## src/rtl/mem_port_arbiter_pkg.sv

```systemverilog
// -----------------------------------------------------------------------------
// mem_port_arbiter_pkg
//   Shared types for the memory port arbiter.
//   mem_addr_t : access size carried alongside every memory address.
//   owner_t    : which requester the memory read data returning this cycle
//                belongs to.
// -----------------------------------------------------------------------------
package mem_port_arbiter_pkg;

   typedef enum logic [1:0] {
      MEM_BYTE = 2'd0,
      MEM_HALF = 2'd1,
      MEM_WORD = 2'd2
   } mem_addr_t;

   typedef enum logic [1:0] {
      OWN_NONE = 2'd0,
      OWN_CORE = 2'd1,
      OWN_HOST = 2'd2
   } owner_t;

   // Saturating increment used by the host burst counter.
   function automatic int unsigned sat_inc(input int unsigned val, input int unsigned max);
      return (val >= max) ? max : val + 1;
   endfunction

endpackage

```

## src/rtl/mem_port_arbiter.sv

```systemverilog
// -----------------------------------------------------------------------------
// mem_port_arbiter
//   Shares one single-ported, synchronous-read memory between the multicycle
//   core and a host/debug port (program loader, result readback).
//
//   Ports
//     clk, rst                      clock, synchronous active-high reset
//     c_read/c_wren/c_addr/c_size/c_wdata
//                                   core request (not latched here)
//     c_rdata                       core read data, live or held across stalls
//     c_en                          core may advance its state this cycle
//     h_req/h_wren/h_addr/h_size/h_wdata
//                                   host request
//     h_gnt                         host request accepted this cycle
//     h_rvalid/h_rdata              host read data, cycle after a granted read
//     halt_req/halted               host-requested core park / park status
//     m_read/m_wren/m_addr/m_size/m_wdata/m_rdata
//                                   memory macro port (read data one cycle
//                                   after m_read)
//
//   Handshake: a requester presents its request and holds it with stable
//   fields every cycle until accepted. The host is accepted when h_gnt=1; the
//   core is accepted when it requests and c_en=1. Nothing is latched, so a
//   stalled requester re-presents the identical request the next cycle.
// -----------------------------------------------------------------------------
module mem_port_arbiter
   import mem_port_arbiter_pkg::*;
#(
   parameter int               WADDR      = 32,
   parameter int               WDATA      = 32,
   parameter int               HOST_BURST = 4,
   parameter logic [WADDR-1:0] BOOT_ADDR  = '0
) (
   input  logic             clk,
   input  logic             rst,
   // core side
   input  logic             c_read,
   input  logic             c_wren,
   input  logic [WADDR-1:0] c_addr,
   input  mem_addr_t        c_size,
   input  logic [WDATA-1:0] c_wdata,
   output logic [WDATA-1:0] c_rdata,
   output logic             c_en,
   // host side
   input  logic             h_req,
   input  logic             h_wren,
   input  logic [WADDR-1:0] h_addr,
   input  mem_addr_t        h_size,
   input  logic [WDATA-1:0] h_wdata,
   output logic             h_gnt,
   output logic             h_rvalid,
   output logic [WDATA-1:0] h_rdata,
   input  logic             halt_req,
   output logic             halted,
   // memory side
   output logic             m_read,
   output logic             m_wren,
   output logic [WADDR-1:0] m_addr,
   output mem_addr_t        m_size,
   output logic [WDATA-1:0] m_wdata,
   input  logic [WDATA-1:0] m_rdata
);

   localparam int               RUN_W     = $clog2(HOST_BURST + 1);
   localparam logic [RUN_W-1:0] BURST_MAX = RUN_W'(HOST_BURST);

   // ---------------------------------------------------------------------------
   // State
   // ---------------------------------------------------------------------------
   logic [RUN_W-1:0] r_run_cnt;
   owner_t           r_owner;
   logic [WDATA-1:0] r_hold;
   logic             r_halted;

   logic             w_core_req;
   logic             w_core_gnt;
   logic             w_host_gnt;
   logic             w_core_is_read;
   logic [RUN_W-1:0] w_run_nxt;
   owner_t           w_owner_nxt;

   assign w_core_req = c_read | c_wren;
   // A core request with both strobes set is treated as a write, so it never
   // produces a read return.
   assign w_core_is_read = c_read & ~c_wren;

   // ---------------------------------------------------------------------------
   // Grant decision: halt, then host (within its burst budget), then core.
   // ---------------------------------------------------------------------------
   always_comb begin
      w_core_gnt = 1'b0;
      w_host_gnt = 1'b0;
      c_en       = 1'b0;
      if (rst) begin
         // boot read owns the memory; nobody is granted
      end else if (halt_req) begin
         w_host_gnt = h_req;
      end else if (h_req && (!w_core_req || (r_run_cnt < BURST_MAX))) begin
         w_host_gnt = 1'b1;
         // an idle core may still advance while the host uses the memory
         c_en       = ~w_core_req;
      end else begin
         w_core_gnt = w_core_req;
         c_en       = 1'b1;
      end
   end

   assign h_gnt = w_host_gnt;

   // ---------------------------------------------------------------------------
   // Memory mux
   // ---------------------------------------------------------------------------
   always_comb begin
      m_read  = 1'b0;
      m_wren  = 1'b0;
      m_addr  = c_addr;
      m_size  = c_size;
      m_wdata = c_wdata;
      if (rst) begin
         // keep fetching the boot word so the core sees its reset vector
         m_read  = 1'b1;
         m_addr  = BOOT_ADDR;
         m_size  = MEM_WORD;
         m_wdata = '0;
      end else if (w_host_gnt) begin
         m_read  = ~h_wren;
         m_wren  = h_wren;
         m_addr  = h_addr;
         m_size  = h_size;
         m_wdata = h_wdata;
      end else if (w_core_gnt) begin
         m_read  = w_core_is_read;
         m_wren  = c_wren;
      end
   end

   // ---------------------------------------------------------------------------
   // Next-state: read-return owner and host burst counter
   // ---------------------------------------------------------------------------
   always_comb begin
      w_owner_nxt = OWN_NONE;
      if (rst) begin
         w_owner_nxt = OWN_CORE;
      end else if (w_host_gnt && !h_wren) begin
         w_owner_nxt = OWN_HOST;
      end else if (w_core_gnt && w_core_is_read) begin
         w_owner_nxt = OWN_CORE;
      end
   end

   always_comb begin
      w_run_nxt = r_run_cnt;
      if (rst) begin
         w_run_nxt = '0;
      end else if (w_host_gnt && w_core_req) begin
         w_run_nxt = RUN_W'(sat_inc(int'(r_run_cnt), HOST_BURST));
      end else if (w_core_gnt || !w_core_req) begin
         // a core grant restores the host's full burst budget
         w_run_nxt = '0;
      end
   end

   always_ff @(posedge clk) begin
      r_owner   <= w_owner_nxt;
      r_run_cnt <= w_run_nxt;
      if (rst) begin
         r_hold   <= '0;
         r_halted <= 1'b0;
      end else begin
         if (r_owner == OWN_CORE) begin
            r_hold <= m_rdata;
         end
         // parked only once the last core read has returned
         r_halted <= halt_req & (r_owner != OWN_CORE);
      end
   end

   // ---------------------------------------------------------------------------
   // Read return
   // ---------------------------------------------------------------------------
   assign c_rdata  = (r_owner == OWN_CORE) ? m_rdata : r_hold;
   assign h_rdata  = m_rdata;
   // reset drops any return still in flight
   assign h_rvalid = (r_owner == OWN_HOST) & ~rst;
   assign halted   = r_halted & ~rst;

endmodule
```

## config.mk

```make
export PLATFORM = sky130hd
export DESIGN_NAME = mem_port_arbiter
export DESIGN_NICKNAME = d
export VERILOG_FILES = /design/src/rtl/mem_port_arbiter_pkg.sv /design/src/rtl/mem_port_arbiter.sv
export SDC_FILE = /design/constraint.sdc
export NUM_CORES = 1
export LEC_CHECK = 0
export CORE_AREA = 8 8 113 115
export CTS_BUF_LIST = sky130_fd_sc_hd__clkbuf_8
export DETAILED_ROUTE_END_ITERATION = 12
export DIE_AREA = 0 0 121 123
export PLACE_DENSITY = 0.78
export RECOVER_POWER = 100
export SLEW_MARGIN = 20
export SYNTH_ARGS = -nofsm -noshare
export SYNTH_HDL_FRONTEND = slang
export SYNTH_SLANG_ARGS = --single-unit
```

## constraint.sdc

```tcl
create_clock -name clk -period 1.6 [get_ports clk]
set_clock_uncertainty 0.05 [all_clocks]
set_input_delay 0.16 -clock clk [delete_from_list [all_inputs] [get_ports clk]]
set_output_delay 0.16 -clock clk [all_outputs]
set_load 0.1 [all_outputs]
```

======== Word-level counts from Yosys, hierarchy flattened ========
Index checks and enable logic that the tools add are counted.
word-level totals
  flip-flop bits (word level) ............. 38
  latch bits .............................. 0
  RAM bits ................................ 0
  memory bits (read-only) ................. 0
  bits of input ports ..................... 171
  output and inout port bits .............. 136
  logic and storage cells ................. 55
  memories kept ........................... 0
operators by class
  add/subtract/negate cells ............... 1
  $mul .................................... 0
  div/mod/pow operators ................... 0
  order comparisons ....................... 2
  eq/ne operators ......................... 3
  shift-type cells ........................ 0
  mux-type cells .......................... 27
  bitwise logic cells ..................... 9
  reductions and logical operators ........ 9
operators with widths
  operator             count
  $mux 32              5
  $mux 1               16
  $mux 3               3
  $mux 2               3
  $and 1x1->1          4
  $logic_and 1x1->1    4
  $not 1->1            4
  $add 3x1->3 const B  1
  $ge 3x3->1 const B   1
  $lt 3x3->1 const B   1
  $eq 2x1->1 const B   1
  $eq 2x2->1 const B   1
  $logic_not 1->1      2
  $logic_or 1x1->1     2
  $ne 2x1->1 const B   1
  $reduce_bool 2->1    1
  $or 1x1->1           1

======== Logic depth before layout (Yosys ltp) ========
Gate-level depths: netlist (run 1).
  word-level depth ........................ 10
  depth in mapped cells ................... 5
  gate-level depth less buffers ........... 4

======== Worst setup path after synthesis (run 1) ========
OpenSTA, ideal clock, no wires.
  kind .................................... input -> output
  from .................................... input rst
  to ...................................... output h_rvalid
  arrival ................................. 2.690 ns
  required time ........................... 1.390 ns
  slack ................................... -1.300 ns
  stages .................................. 3
  path buffers ............................ 2
  cells stage by stage .................... buf_4 > buf_2 > nor3b_1
between the ends
  cells in the longest elaborated chain, start to end .. 2
RTL lines
  element          RTL line                 source
  start, declared  mem_port_arbiter.sv:35   input logic rst,
  $not 1->1        mem_port_arbiter.sv:184  assign h_rvalid = (r_owner == OWN_HOST) & ~rst;
  $and 1x1->1      mem_port_arbiter.sv:184
  end, declared    mem_port_arbiter.sv:51   output logic h_rvalid,
Every way passes these cells.

======== Worst setup path after layout (run 1) ========
  from .................................... register r_run_cnt[2]
  to ...................................... output m_read
between the ends
  cells in the longest elaborated chain, start to end .. 9
  elaborated cells between the ends (all ways) .. 12
  those cells by class .................... 1 x order compare; 9 x mux; 2 x reduce/logical
RTL lines
  element                 RTL line                 source
  start, declared         mem_port_arbiter.sv:70   logic [RUN_W-1:0] r_run_cnt;
  start signal, assigned  mem_port_arbiter.sv:165  r_run_cnt <= w_run_nxt;
  $lt 3x3->1 (*)          mem_port_arbiter.sv:98   end else if (h_req && (!w_core_req || (r_run_cnt < BURST_MAX))) begin
  $logic_or 1x1->1 (*)    mem_port_arbiter.sv:98
  $logic_and 1x1->1 (*)   mem_port_arbiter.sv:98
  $mux 1                  mem_port_arbiter.sv:98
  $mux 1                  mem_port_arbiter.sv:96   end else if (halt_req) begin
  $mux 1                  mem_port_arbiter.sv:94   if (rst) begin
  $mux 1                  mem_port_arbiter.sv:131  end else if (w_core_gnt) begin
  $mux 1 (*)              mem_port_arbiter.sv:125  end else if (w_host_gnt) begin
  $mux 1 (*)              mem_port_arbiter.sv:119  if (rst) begin
  end, declared           mem_port_arbiter.sv:56   output logic m_read,
Mark *: on every way between the ends. The rest lies on a longest branch, timed or not.

==> results of run 1 <==
==> critical path: cells and delay by family, from the launching register on <==
kind / cells / cell delay [ns]
DFF: 1 / 0.36
AOI/OAI and AO/OA: 2 / 0.51
buffers and inverters: 4 / 0.58
and+or+nand+nor: 1 / 0.05
==> cell type report <==
| class | count | area, sq um |
|---|---|---|
| fill | 729 | 3385 |
| clock buffer | 5 | 68.82 |
| clock inverter | 2 | 10.01 |
| sequential | 38 | 765.7 |
| multi-input combinational | 224 | 2193 |
| inverter | 7 | 30.03 |
| antenna | 1 | 2.502 |
| tap | 143 | 178.9 |
| timing repair buffer | 353 | 4443 |
==> stage by stage <==
step | setup slack (ns) | cell area, sq um | setup TNS [ns] | utilization
floorplan | -0.3282 | 3279 | -1.196 | -
global placement | -0.4752 | 7795 | -30.65 | 0.7037
detailed placement | -0.4944 | 7795 | -31.14 | 0.7037
CTS | -0.4186 | 8058 | -34.58 | 0.7274
global route | -0.4706 | 7692 | -38.20 | 0.6945
finish | -0.3997 | 7692 | -31.36 | 0.6945
==> cell families after synthesis <==
logic type	synth area share
AND/OR/NAND/NOR	0.2316
multiplexers	0.3615
buffers and inverters	0.1279
flip-flops	0.2445
AO/OA/AOI/OAI	0.02654
adder cells (fa/ha/maj)	0.008041
==> what timing repair did <==
item	CTS	global route
pin swaps	0	2
buffers inserted	6	17
cloned	2	0
setup endpoints to repair	102	122
gates resized for setup	29	26
==> flip-flops by register name, indices dropped and copies added (netlist names) <==
signal,flops
r_hold,32
r_run_cnt,3
r_owner,2
r_halted,1
==> where the power goes <==
| part | internal, uW | switching [uW] | total, uW |
|---|---|---|---|
| combinational | 1680 | 2540 | 4220 |
| clock | 292 | 310 | 602 |
| sequential | 1000 | 21.2 | 1030 |
| total | 2980 | 2870 | 5850 |
==> Yosys cell counts, drive strengths merged, types with 2 or more instances <==
library cell	instances	area [sq um]
a211oi	2	15.01
and2	32	200.2
and2b	9	67.56
buf	45	337.8
clkbuf	9	33.78
dfxtp	38	760.7
ha	2	25.02
inv	7	26.28
mux2	97	1115
nand2	2	7.510
nand2b	2	20.02
nor2	4	22.52
nor2b	60	375.4
nor3	3	15.01
o211ai	2	28.78
o21ai	2	10.01
==> per-layer routing <==
layer | global-route usage | wire (um) | up-vias
met1 | 0.1762 | 5135 | 1615
met2 | 0.3938 | 8830 | 199
li1 | - | - | 1645
met4 | 0.04684 | 235 | 0
met3 | 0.07078 | 1474 | 14
met5 | 0 | 0 | -
==> worst paths after layout <==
check	start	to	slack, ns
setup reg to reg	r_owner[1]	r_hold[23]	0
hold reg to reg	r_run_cnt[0]	r_run_cnt[0]	0.46
hold / removal	rst	r_halted	0.42
setup / recovery	r_run_cnt[2]	m_read	-0.40
==> qor.yml, run 1 <==
place_congestion: 0.7687
numCtsBuffers: 5
routed-via-count: 3473
synth_edf_count: 0
outcome: "complete, but fails checks"
die_area_sq_um: 14880
path_clk_slew_ns: 0.07
path_cells: "buf_4, buf_6, nor2b_1, o41ai_1, buf_4, o21bai_4, buf_12"
drt_iter0_drc: 94
drv_cap: 0
synth_area_sq_um: 3112
fin_nets: 802
grt_max_degree: 34
fin_cells: 773
violations: "negative setup slack"
post-route-period-util: 1.250
start_util: 0.2809
ir_drop_mv: 0.5239
worstPathMaxFanout: 3
cts_tree: "built"
total_power_uw: 5850
clkSinkCount: 38
io_pins: 307
cts_max_level: 2
slew_headroom: 0.6180
clockBufferDepth: 2
syn-num-nets: 496
die_y_um: 123
ys_async_sr_fraction: 0
clock_latency_ns: 0.29
tightestPinTransition_ns: 0.5755
critPathMaxStageDelay_ns: 0.39
hold_slack_ns: 0.4219
grt-ovfl-total: 0
syn_to_final_growth_pct: 147.2
antenna_found_initial: 1
ys_seq_area_frac: 0.2445
grt_pass1_wl_um: 22400
yosys_most_used_dff: "dfxtp_1"
cp.arrival_ns: 1.79
vias_per_cell: 4.493
worstSetupStartpointType: "register"
synth.distinct_cells: 29
report.final.slew_viol_count: 0
rsz0062_at_grt: "true"
hold_buffers: 0
drc_errors: 0
ant_nets: 0
dp_hpwl_um: 12850
avgRoutedWirePerCell_um: 20.28
worst_path_max_delay_cell: "o41ai_1"
crit_type: "register to primary output"
hold_class: "input port to register"
crit_path_frequent_cell: "buf_4"
first_pass_iters: 4
holdPathStages: 3
wl_um: 15680
dp_cells: 749
leakagePower_uw: 0.003374
die_w_um: 121
cts-root-buf: "clkbuf_8"
rr_worst_depth: 6
worstPathRequired_ns: 1.39
syn_area_per_cell_sq_um: 9.634
grt_pass1_vias: 3890
p_per_area_nw_per_um2: 760.5
fmax_mhz: 500.1
yosysWarnings: 0
endpoint_kind: "primary output"
setup_viol: 103
layout_common_cells: "clkdlybuf4s50_1, buf_12, nor2b_1"
finalWorstSetupSlack_ns: -0.3997
core_area_sq_um: 11080
drive_gt1_frac: 0.4865
final_common_cell: "clkdlybuf4s50_1"
finalHoldViolations: 0
num_rows: 39
grt_usage: 0.1935
synth-seq-cells: 38
layout_min_cycle_time_ns: 2.000
netlist_instances: 323
io_buffer_count: 306
Note: power is estimated with default switching activity, not from simulation.
==> run 2: changes to the inputs <==
- CTS_CLUSTER_SIZE: not set -> 24
==> results of run 2 <==
Same layout as run 1: the final DEF is identical, and so are final timing and power.
